**config.mk**
```make
export PLATFORM = sky130hd
export DESIGN_NAME = packet_switch_dma_ts_fp_arb
export DESIGN_NICKNAME = d
export VERILOG_FILES = /design/src/rtl/packet_switch_dma_ts_fp_arb_pkg.sv /design/src/rtl/packet_switch_dma_ts_fp_arb_rr.sv /design/src/rtl/packet_switch_dma_ts_fp_arb.sv
export SDC_FILE = /design/constraint.sdc
export NUM_CORES = 1
export LEC_CHECK = 0
export BUFFER_PORTS_ARGS = -buffer_cell sky130_fd_sc_hd__buf_2
export CAP_MARGIN = 25
export CORE_MARGIN = 2
export CORE_UTILIZATION = 45
export CTS_CLUSTER_DIAMETER = 60
export DETAILED_ROUTE_END_ITERATION = 7
export SYNTH_ARGS = -nofsm -noshare
export SYNTH_HDL_FRONTEND = slang
export SYNTH_HIERARCHICAL = 1
export SYNTH_SLANG_ARGS = --single-unit
```
**constraint.sdc**
```tcl
create_clock -name clk -period 7.1 [get_ports clk]
set_input_delay 1.065 -clock clk [delete_from_list [all_inputs] [get_ports clk]]
set_output_delay 1.065 -clock clk [all_outputs]
set_load 0.02 [all_outputs]
```
**src/rtl/packet_switch_dma_ts_fp_arb_pkg.sv**
```systemverilog
// packet_switch_dma_ts_fp_arb_pkg: shared widths, FSM/fingerprint types and return-port decode.
package packet_switch_dma_ts_fp_arb_pkg;
  localparam int NUM_INTF_DEF = 9;
  localparam int PORTS_WIDTH = $clog2(NUM_INTF_DEF);
  localparam int FP_FLD_DEF = 32;
  localparam int SYS_FP_DEF = 20;
  typedef enum logic {IDLE, HOLD} arb_state_e;
  typedef struct packed {
    logic [FP_FLD_DEF-PORTS_WIDTH-SYS_FP_DEF-1:0] pad;
    logic [PORTS_WIDTH-1:0]                       port;
    logic [SYS_FP_DEF-1:0]                        seq;
  } ts_fp_t;
  function automatic logic [PORTS_WIDTH-1:0] fp_port(input logic [63:0] fp, input int sys_w);
    return PORTS_WIDTH'(fp >> sys_w);
  endfunction
endpackage

```
**src/rtl/packet_switch_dma_ts_fp_arb_rr.sv**
```systemverilog
// packet_switch_dma_ts_fp_arb_rr: round-robin arbiter; pointer moves past each winner.
module packet_switch_dma_ts_fp_arb_rr #(
  parameter  int N = 9,
  localparam int W = $clog2(N)
) (
  input  logic         clk,
  input  logic         rst_n,
  input  logic [N-1:0] req,
  output logic [N-1:0] gnt,
  output logic [W-1:0] gnt_idx,
  output logic         gnt_vld
);
  logic [W-1:0] ptr_q, ptr_d, off;
  logic [N-1:0] rot;
  logic [W:0]   sum;
  always_comb begin
    rot = N'({req, req} >> ptr_q);
    off = '0;
    gnt_vld = 1'b0;
    for (int k = 0; k < N; k++) begin
      if (!gnt_vld && rot[k]) begin
        gnt_vld = 1'b1;
        off = W'(k);
      end
    end
    sum = {1'b0, ptr_q} + {1'b0, off};
    gnt_idx = (sum >= (W+1)'(N)) ? W'(sum - (W+1)'(N)) : W'(sum);
    gnt = gnt_vld ? (N'(1) << gnt_idx) : '0;
    ptr_d = !gnt_vld ? ptr_q : (gnt_idx == W'(N-1)) ? '0 : gnt_idx + W'(1);
  end
  always_ff @(posedge clk or negedge rst_n) begin
    if (!rst_n) ptr_q <= '0;
    else ptr_q <= ptr_d;
  end
endmodule

```
**src/rtl/packet_switch_dma_ts_fp_arb.sv**
```systemverilog
// packet_switch_dma_ts_fp_arb: shares the HSSI TX fingerprint path among requesters,
// tracking per-port credits that are returned by egress timestamps or reclaimed on timeout.
module packet_switch_dma_ts_fp_arb
  import packet_switch_dma_ts_fp_arb_pkg::*;
#(
  parameter  int NUM_INTF              = NUM_INTF_DEF,
  parameter  int FINGERPRINT_FLD_WIDTH = FP_FLD_DEF,
  parameter  int SYS_FINGERPRINT_WIDTH = SYS_FP_DEF,
  parameter  int MAX_OUTSTANDING       = 4,
  parameter  int TIMEOUT_CYC           = 4096,
  localparam int CW = $clog2(MAX_OUTSTANDING + 1),
  localparam int AW = $clog2(TIMEOUT_CYC),
  localparam int SW = SYS_FINGERPRINT_WIDTH,
  localparam int FW = FINGERPRINT_FLD_WIDTH
) (
  input  logic                         clk,
  input  logic                         rst_n,
  input  logic [NUM_INTF-1:0]          req_valid,
  output logic [NUM_INTF-1:0]          req_ready,
  output logic                         fp_tvalid,
  output logic [FW-1:0]                fp_tdata,
  input  logic                         fp_tready,
  input  logic                         ret_tvalid,
  input  logic [FW-1:0]                ret_fp,
  output logic [NUM_INTF-1:0][CW-1:0]  outstanding,
  output logic [NUM_INTF-1:0]          timeout_err,
  output logic                         ret_err
);
  arb_state_e                  state_q, state_d;
  logic [NUM_INTF-1:0]         elig, arb_req, ret_hit;
  logic [PORTS_WIDTH-1:0]      gnt_idx, ret_port;
  logic                        gnt_vld, ret_ok;
  logic [NUM_INTF-1:0][CW-1:0] out_q, out_d;
  logic [NUM_INTF-1:0][AW-1:0] age_q, age_d;
  logic [NUM_INTF-1:0][SW-1:0] seq_q, seq_d;
  logic [FW-1:0]               fp_q, fp_d;

  packet_switch_dma_ts_fp_arb_rr #(.N(NUM_INTF)) u_rr (
    .clk     (clk),
    .rst_n   (rst_n),
    .req     (arb_req),
    .gnt     (req_ready),
    .gnt_idx (gnt_idx),
    .gnt_vld (gnt_vld)
  );

  always_ff @(posedge clk or negedge rst_n) begin
    if (!rst_n) state_q <= IDLE;
    else state_q <= state_d;
  end
  always_comb state_d = (state_q == IDLE) ? (gnt_vld ? HOLD : IDLE) : (fp_tready ? IDLE : HOLD);
  always_comb begin
    fp_tvalid = (state_q == HOLD);
    fp_tdata = fp_q;
    outstanding = out_q;
  end

  always_comb begin
    ret_port = fp_port(64'(ret_fp), SW);
    ret_ok = ret_tvalid && (ret_port < PORTS_WIDTH'(NUM_INTF)) && (out_q[ret_port] != '0);
    ret_err = ret_tvalid && !ret_ok;
    for (int i = 0; i < NUM_INTF; i++) begin
      elig[i] = req_valid[i] && (out_q[i] < CW'(MAX_OUTSTANDING));
      ret_hit[i] = ret_ok && (ret_port == PORTS_WIDTH'(i));
      timeout_err[i] = (out_q[i] != '0) && (age_q[i] == AW'(TIMEOUT_CYC - 1)) && !ret_hit[i];
    end
    arb_req = (state_q == IDLE) ? elig : '0;
  end

  // a return on the timed-out port wins; grant and credit release on one port cancel out
  always_comb begin
    for (int i = 0; i < NUM_INTF; i++) begin
      out_d[i] = out_q[i] + CW'(req_ready[i]) - CW'(ret_hit[i] || timeout_err[i]);
      age_d[i] = (ret_hit[i] || timeout_err[i] || (req_ready[i] && out_q[i] == '0)) ? '0 :
                 (out_q[i] != '0) ? age_q[i] + AW'(1) : age_q[i];
      seq_d[i] = seq_q[i] + SW'(req_ready[i]);
    end
    fp_d = gnt_vld ? FW'({gnt_idx, seq_q[gnt_idx]}) : fp_q;
  end

  always_ff @(posedge clk or negedge rst_n) begin
    if (!rst_n) begin
      out_q <= '0;
      age_q <= '0;
      seq_q <= '0;
      fp_q  <= '0;
    end else begin
      out_q <= out_d;
      age_q <= age_d;
      seq_q <= seq_d;
      fp_q  <= fp_d;
    end
  end
endmodule

```
==> results of run 1 <==
metal layers:
layer  part of all wire  up-vias  wire [microns]  track usage
li1                   -     6154               -            -
met2               0.45      197           18200        0.312
met4              0.017        0             682       0.0496
met1               0.48     6349           19400        0.283
met3              0.044       51            1750       0.0382
met5                  0        -               0            0
cells by family (layout without fill, tap and decap cells):
group	Yosys count	in the layout	share of synthesized area
AOI/OAI and AO/OA	93	93	0.0396
xor gates and xnor gates	282	282	0.136
adders and majority gates	64	64	0.0481
buffers and inverters	121	322	0.0305
DFF	344	344	0.472
muxes	104	104	0.0938
other	1	8	0.000206
and+or+nand+nor	657	657	0.180
per-stage QoR:
| stage | std cells | util |
|---|---|---|
| 2_1_floorplan | 1673 | - |
| 3_3_place_gp | 2319 | 0.497 |
| 3_5_place_dp | 2319 | 0.497 |
| 4_1_cts | 2395 | 0.534 |
| 5_1_grt | 2399 | 0.537 |
| 6_report | 2399 | 0.537 |
sequential cells by signal, indices dropped and copies added (netlist names):
signal	count
seq_q	180
age_q	108
outstanding	27
fp_tdata	24
u_rr/ptr_q	4
fp_tvalid	1
final timing paths:
path / start / to / slack (ns) / depth (start not counted)
min reg2reg: seq_q[99] / seq_q[99] / 0.47 / 1
min in group asynchronous: rst_n / age_q[98] / 0.53 / 1
max in group asynchronous: rst_n / seq_q[103] / 5.11 / 2
max: req_valid[5] / req_ready[2] / 0.21 / 22
min: seq_q[99] / seq_q[99] / 0.47 / 1
max reg2reg: fp_tvalid / seq_q[176] / 0.79 / 30
layout make-up:
cell class / count / area, sq um
Inverter: 63 / 236
Multi-Input combinational cell: 1208 / 9230
Fill cell: 3520 / 18500
Sequential cell: 344 / 8610
Clock inverter: 15 / 194
Clock buffer: 59 / 1220
Timing Repair Buffer: 185 / 1220
Tap cell: 525 / 657
cells in the final DEF, fill, tap and decap left out, types with 4 or more instances in the layout:
| cell type | n |
|---|---|
| sky130_fd_sc_hd__a211oi_1 | 4 |
| sky130_fd_sc_hd__a21o_1 | 6 |
| sky130_fd_sc_hd__a21oi_1 | 21 |
| sky130_fd_sc_hd__a221o_1 | 20 |
| sky130_fd_sc_hd__and2_1 | 4 |
| sky130_fd_sc_hd__and3_1 | 36 |
| sky130_fd_sc_hd__and4_1 | 23 |
| sky130_fd_sc_hd__buf_2 | 85 |
| sky130_fd_sc_hd__buf_4 | 95 |
| sky130_fd_sc_hd__bufinv_16 | 4 |
| sky130_fd_sc_hd__clkbuf_1 | 8 |
| sky130_fd_sc_hd__clkbuf_16 | 43 |
| sky130_fd_sc_hd__clkbuf_8 | 8 |
| sky130_fd_sc_hd__clkinv_2 | 6 |
| sky130_fd_sc_hd__conb_1 | 8 |
| sky130_fd_sc_hd__dfrtp_1 | 342 |
| sky130_fd_sc_hd__fa_1 | 10 |
| sky130_fd_sc_hd__ha_1 | 52 |
| sky130_fd_sc_hd__inv_1 | 57 |
| sky130_fd_sc_hd__inv_2 | 4 |
| sky130_fd_sc_hd__mux2_2 | 8 |
| sky130_fd_sc_hd__mux2i_1 | 44 |
| sky130_fd_sc_hd__mux4_2 | 51 |
| sky130_fd_sc_hd__nand2_1 | 129 |
| sky130_fd_sc_hd__nand2b_1 | 13 |
| sky130_fd_sc_hd__nand3_1 | 102 |
| sky130_fd_sc_hd__nand4_1 | 54 |
| sky130_fd_sc_hd__nor2_1 | 181 |
| sky130_fd_sc_hd__nor2_2 | 23 |
| sky130_fd_sc_hd__nor2b_1 | 5 |
| sky130_fd_sc_hd__nor3_1 | 32 |
| sky130_fd_sc_hd__nor3b_1 | 7 |
| sky130_fd_sc_hd__nor3b_2 | 6 |
| sky130_fd_sc_hd__nor4_1 | 7 |
| sky130_fd_sc_hd__o21ai_0 | 15 |
| sky130_fd_sc_hd__o31ai_1 | 6 |
| sky130_fd_sc_hd__or3_1 | 12 |
| sky130_fd_sc_hd__xnor2_1 | 181 |
| sky130_fd_sc_hd__xor2_1 | 99 |
repair_timing:
action,CTS,global route
hold endpoints to repair,0,0
buffers inserted,2,4
pin swaps,2,8
gates cloned,0,0
resized for setup,12,17
setup endpoints to repair,8,8
==> impl_metrics.toml, run 1 <==
[outcome]
run_status = "completed"

[sta]
final_hold_viol_count = 0
fin_setup_tns_ns = 0
period_minus_slack_ns = 6.89
hold-worst-slack_ns = 0.469
achievable-frequency_mhz = 145
timing.final.setup_violations = 0
slew_viol_final = 0
finalCritPeriodShare = 0.971
max_slew.worst_pin.slew_ns = 0.917
clock-skew-final_ns = 0.0192
relSlewSlack = 0.389
post-route-worst-setup-slack_ns = 0.207

[worst_setup_path]
crit_path_max_fanout = 5
timing.critical_path.buf_inv = 6
crit_path_end_kind = "output pin"
critical-path-top-delay-family = "simple AND/OR/NAND/NOR gates"
worst-endpoint-required_ns = 6.03
crit_path_cell_trace = "buf_2 > nor3b_2 > buf_4 > mux4_1 > mux2_2 > a2bb2o_1 > and3b_1 > and4b_1 > a21o_1 > ha_1 > inv_1 > fa_1 > ha_2 > nor4b_4 > o311ai_4 > nand2_1 > xor2_1 > inv_1 > or3_4 > buf_4 > nor2_2 > buf_2"
crit_slowest_cell = "sky130_fd_sc_hd__fa_1"
max_stage_delay_ns = 0.50
critical_path_class = "input pin to output pin"
setup.worst_path.start_class = "input pin"
worstPathArrival_ns = 5.83

[place]
dpl-instance-area_sq_um = 19800
place_congestion = 0.869
placement.io_buffers = 87
hpwl_mm = 28.8
dpl_worst_slack_ns = -0.345

[clocking]
quantity_of_hold_fixing_buffers_added_after_cts = 0
clk_root_buffer_cell = "sky130_fd_sc_hd__clkbuf_16"
largest_buffer_count_on_any_clock_path = 3
numCtsBuffers = 42
clk-insertion-delay-late_ns = 0.55
clkSlewWorstSetupHoldPaths_ns = 0.06
h_tree_depth_reported_by_cts = 2
tritoncts = "built"
clock_sinks = 344

[global_routing]
first_pass_grt_wire_length_mm = 66.6
grt_max_degree = 166
grt_usage = 0.198
gr-total-overflow = 0
antenna_found_initial = 0
vias_in_the_first_global_route = 12900

[yosys]
synth_cell_type_count = 64
yosys_most_used_dff = "sky130_fd_sc_hd__dfrtp_1"
synth_top_cells_by_count = "sky130_fd_sc_hd__dfrtp_1 (344), sky130_fd_sc_hd__nor2_1 (183), sky130_fd_sc_hd__xnor2_1 (183)"
synth_largest_area_cell = "sky130_fd_sc_hd__dfrtp_1"
syn_inst = 1666
synth.area.top_cells = "sky130_fd_sc_hd__dfrtp_1 (47%), sky130_fd_sc_hd__xnor2_1 (8.8%), sky130_fd_sc_hd__mux4_2 (6.2%), sky130_fd_sc_hd__xor2_1 (4.8%), sky130_fd_sc_hd__nor2_1 (3.8%)"
synth-edff-count = 0
ys_seq_elements = 344
yosysWarningCount = 6
post_synth.cell_area_avg_sq_um = 10.9
synth-seq-area-share = 0.472
netlist.area_leader.share = 0.472
syn-cell-area_sq_um = 18200
postSynth.asyncResetShare = 1.00
most_numerous_cell_in_the_yosys_netlist = "sky130_fd_sc_hd__dfrtp_1"

[final_layout]
area_growth_pct = 17.2
antenna_cells_inserted = 0
layout.cell_area.non_filler_sq_um = 21400
drive_above_1_share = 0.199
layout.nets = 1953

[die]
die-area_sq_um = 42100
fp.dieW_microns = 205
initial_utilization = 0.458
chipHeight_microns = 205
core-area_sq_um = 39800
io_pins = 124
std_cell_rows = 73

[hold_path]
min-delay-path-class = "register to register"

[detailed_routing]
antenna_violating_nets_post_route = 0
detailedRoute.firstIterationViolations = 729
via_count_of_the_routed_design = 12800
drt-pass1-iter-count = 5
vias_per_cell = 5.32
routedWlPerCell_microns = 16.7
wirelength_mm = 40.0
remaining_design_rule_violation_count = 0

[job]
max_cap_viol = 0
Power of run 1 is not shown: default switching activity piles up to over one toggle a cycle in this logic, so the estimate is an artifact.
==> run 2: changes to the inputs <==
--- a/config.mk
+++ b/config.mk
@@ -9,8 +9,10 @@
 export CAP_MARGIN = 25
 export CORE_MARGIN = 2
 export CORE_UTILIZATION = 45
+export CTS_BUF_LIST = sky130_fd_sc_hd__clkbuf_8
 export CTS_CLUSTER_DIAMETER = 60
 export DETAILED_ROUTE_END_ITERATION = 7
+export GPL_TIMING_DRIVEN = 0
 export SYNTH_ARGS = -nofsm -noshare
 export SYNTH_HDL_FRONTEND = slang
 export SYNTH_HIERARCHICAL = 1
==> run 2 against run 1 <==
Net effect: setup slack worse by 0.052 ns; cell count is 1.1% higher; fmax decreased by 0.75%; via count rose by 0.67%; core utilization decreased by 0.19 points; final area down 0.36%; global-route usage up 0.67 points; sequential share of layout area increased by 0.15 points; register-to-register slack worse by 0.42 ns.
==> impl_metrics.toml, run 2 (synthesis results as in run 1) <==
[outcome]
run_status = "completed"

[sta]
final_hold_viol_count = 0
max_slew.worst_pin.slew_ns = 0.906
slew_viol_final = 0
hold-worst-slack_ns = 0.472
timing.final.setup_violations = 0
finalCritPeriodShare = 0.978
clock-skew-final_ns = 0.0208
achievable-frequency_mhz = 144
post-route-worst-setup-slack_ns = 0.156
period_minus_slack_ns = 6.94
relSlewSlack = 0.396

[die]
initial_utilization = 0.458
core-area_sq_um = 39800
die-area_sq_um = 42100
std_cell_rows = 73
fp.dieW_microns = 205
chipHeight_microns = 205
io_pins = 124

[worst_setup_path]
crit_path_max_fanout = 6
critical_path.reg2reg.endpoint = "seq_q[176]"
worstPathArrival_ns = 5.88
setup.worst_path.start_class = "register"
worst_r2r_startpoint = "fp_tvalid"
critical_path_class = "register to output pin"
worst-endpoint-required_ns = 6.03
setup.reg_to_reg.worst_slack_ns = 0.37
crit_path_end_kind = "output pin"
reg2regPathDepth = 29

[place]
place_congestion = 0.855
dpl-instance-area_sq_um = 19400
hpwl_mm = 29.5
dpl_worst_slack_ns = -1.46
placement.io_buffers = 85

[final_layout]
area_growth_pct = 16.8
drive_above_1_share = 0.194
final_core_util = 0.535
n_fill_cell = 3562
final_common_cell = "sky130_fd_sc_hd__dfrtp_1"
max_flop_register = "seq_q"
commonest_non_fill_non_tap_cells_in_the_layout = "sky130_fd_sc_hd__dfrtp_1 (343), sky130_fd_sc_hd__xnor2_1 (181), sky130_fd_sc_hd__nor2_1 (180)"
layout.nets = 1959
layout.cell_area.non_filler_sq_um = 21300
largest_register_ff_count = 180

[detailed_routing]
antenna_violating_nets_post_route = 0
routedWlPerCell_microns = 17.1
drt-pass1-iter-count = 4
via_count_of_the_routed_design = 12800
vias_per_cell = 5.29
remaining_design_rule_violation_count = 0
wirelength_mm = 41.4
detailedRoute.firstIterationViolations = 806

[clocking]
largest_buffer_count_on_any_clock_path = 3
tritoncts = "built"
clock_sinks = 344
clk-insertion-delay-late_ns = 0.66
clk_root_buffer_cell = "sky130_fd_sc_hd__clkbuf_8"
clkSlewWorstSetupHoldPaths_ns = 0.06
numCtsBuffers = 60
quantity_of_hold_fixing_buffers_added_after_cts = 0
h_tree_depth_reported_by_cts = 2

[hold_path]
min-delay-path-class = "register to register"
hold_path_startpoint = "seq_q[159]"
min_path_cells = 1
worst_hold_path.endpoint = "seq_q[159]"

[global_routing]
vias_in_the_first_global_route = 12900
gr-total-overflow = 0
first_pass_grt_wire_length_mm = 68.3
grt_max_degree = 118
grt_usage = 0.205
antenna_found_initial = 0

[job]
max_cap_viol = 0
## run 2: cell count changes in the layout (fill, tap and decap cells not counted), sizes merged
cell	change
inv	+19
clkinv	+1
bufinv	-1
buf	-43
diode	+1
clkinvlp	+2
clkbuf	+48
## run 2: worst max-delay path, stage by stage (launching register included)
cell and delay [ns]:
sky130_fd_sc_hd__dfrtp_4 0.57, sky130_fd_sc_hd__nor3b_4 0.39, sky130_fd_sc_hd__mux2i_2 0.14, sky130_fd_sc_hd__mux4_2 0.52, sky130_fd_sc_hd__mux2_2 0.31, sky130_fd_sc_hd__o21ai_1 0.12, sky130_fd_sc_hd__nor2_1 0.05, sky130_fd_sc_hd__a41o_1 0.23
sky130_fd_sc_hd__a21o_1 0.19, sky130_fd_sc_hd__ha_4 0.17, sky130_fd_sc_hd__inv_1 0.06, sky130_fd_sc_hd__fa_2 0.50, sky130_fd_sc_hd__ha_4 0.20, sky130_fd_sc_hd__nor4b_4 0.31, sky130_fd_sc_hd__o311ai_4 0.18, sky130_fd_sc_hd__and2_1 0.21
sky130_fd_sc_hd__or2_4 0.25, sky130_fd_sc_hd__inv_2 0.08, sky130_fd_sc_hd__ha_4 0.16, sky130_fd_sc_hd__inv_4 0.06, sky130_fd_sc_hd__nor4_4 0.16, sky130_fd_sc_hd__buf_4 0.19, sky130_fd_sc_hd__buf_2 0.16
## run 2: area by class of cell
cell class                 count  area (sq um)  share of cell area
multi-input combinational   1208          9410               0.442
sequential                   344          8610               0.404
clock buffer                  76          1050              0.0491
timing repair buffer         116           751              0.0353
tap                          525           657              0.0309
buffer                        57           317              0.0149
inverter                      63           248              0.0116
clock inverter                36           245              0.0115
antenna                        1          2.50            0.000118
## run 2: routing by layer
metal,vias up,track usage,share of wire
li1,6186,-,-
met1,6387,0.295,0.48
met2,199,0.319,0.45
met3,64,0.0382,0.043
met4,0,0.0565,0.021
met5,-,0,0
## run 2: through the flow
stage          instances  setup TNS (ns)
2_1_floorplan       1673          -0.949
3_3_place_gp        2283         -788.09
3_5_place_dp        2287         -173.97
4_1_cts             2414               0
5_1_grt             2425          -0.129
6_report            2426               0
## run 2: how the worst max path moves through the flow
stage                 start      endpoint  slack [ns]
2_1_floorplan  req_valid[8]    seq_q[176]       -0.16
3_3_place_gp          rst_n    seq_q[134]       -1.87
3_5_place_dp   req_valid[8]    seq_q[176]       -1.46
4_1_cts           fp_tvalid  req_ready[5]        0.01
5_1_grt           fp_tvalid  req_ready[4]       -0.07
6_report          fp_tvalid  req_ready[4]        0.16
## run 2: timing repair
action / CTS / global route
pin swaps: 11 / 15
resized for setup: 49 / 27
cloned: 0 / 0
setup buffers: 16 / 10
endpoints found under the setup margin: 222 / 15
Power of run 2 is left out for the same reason.
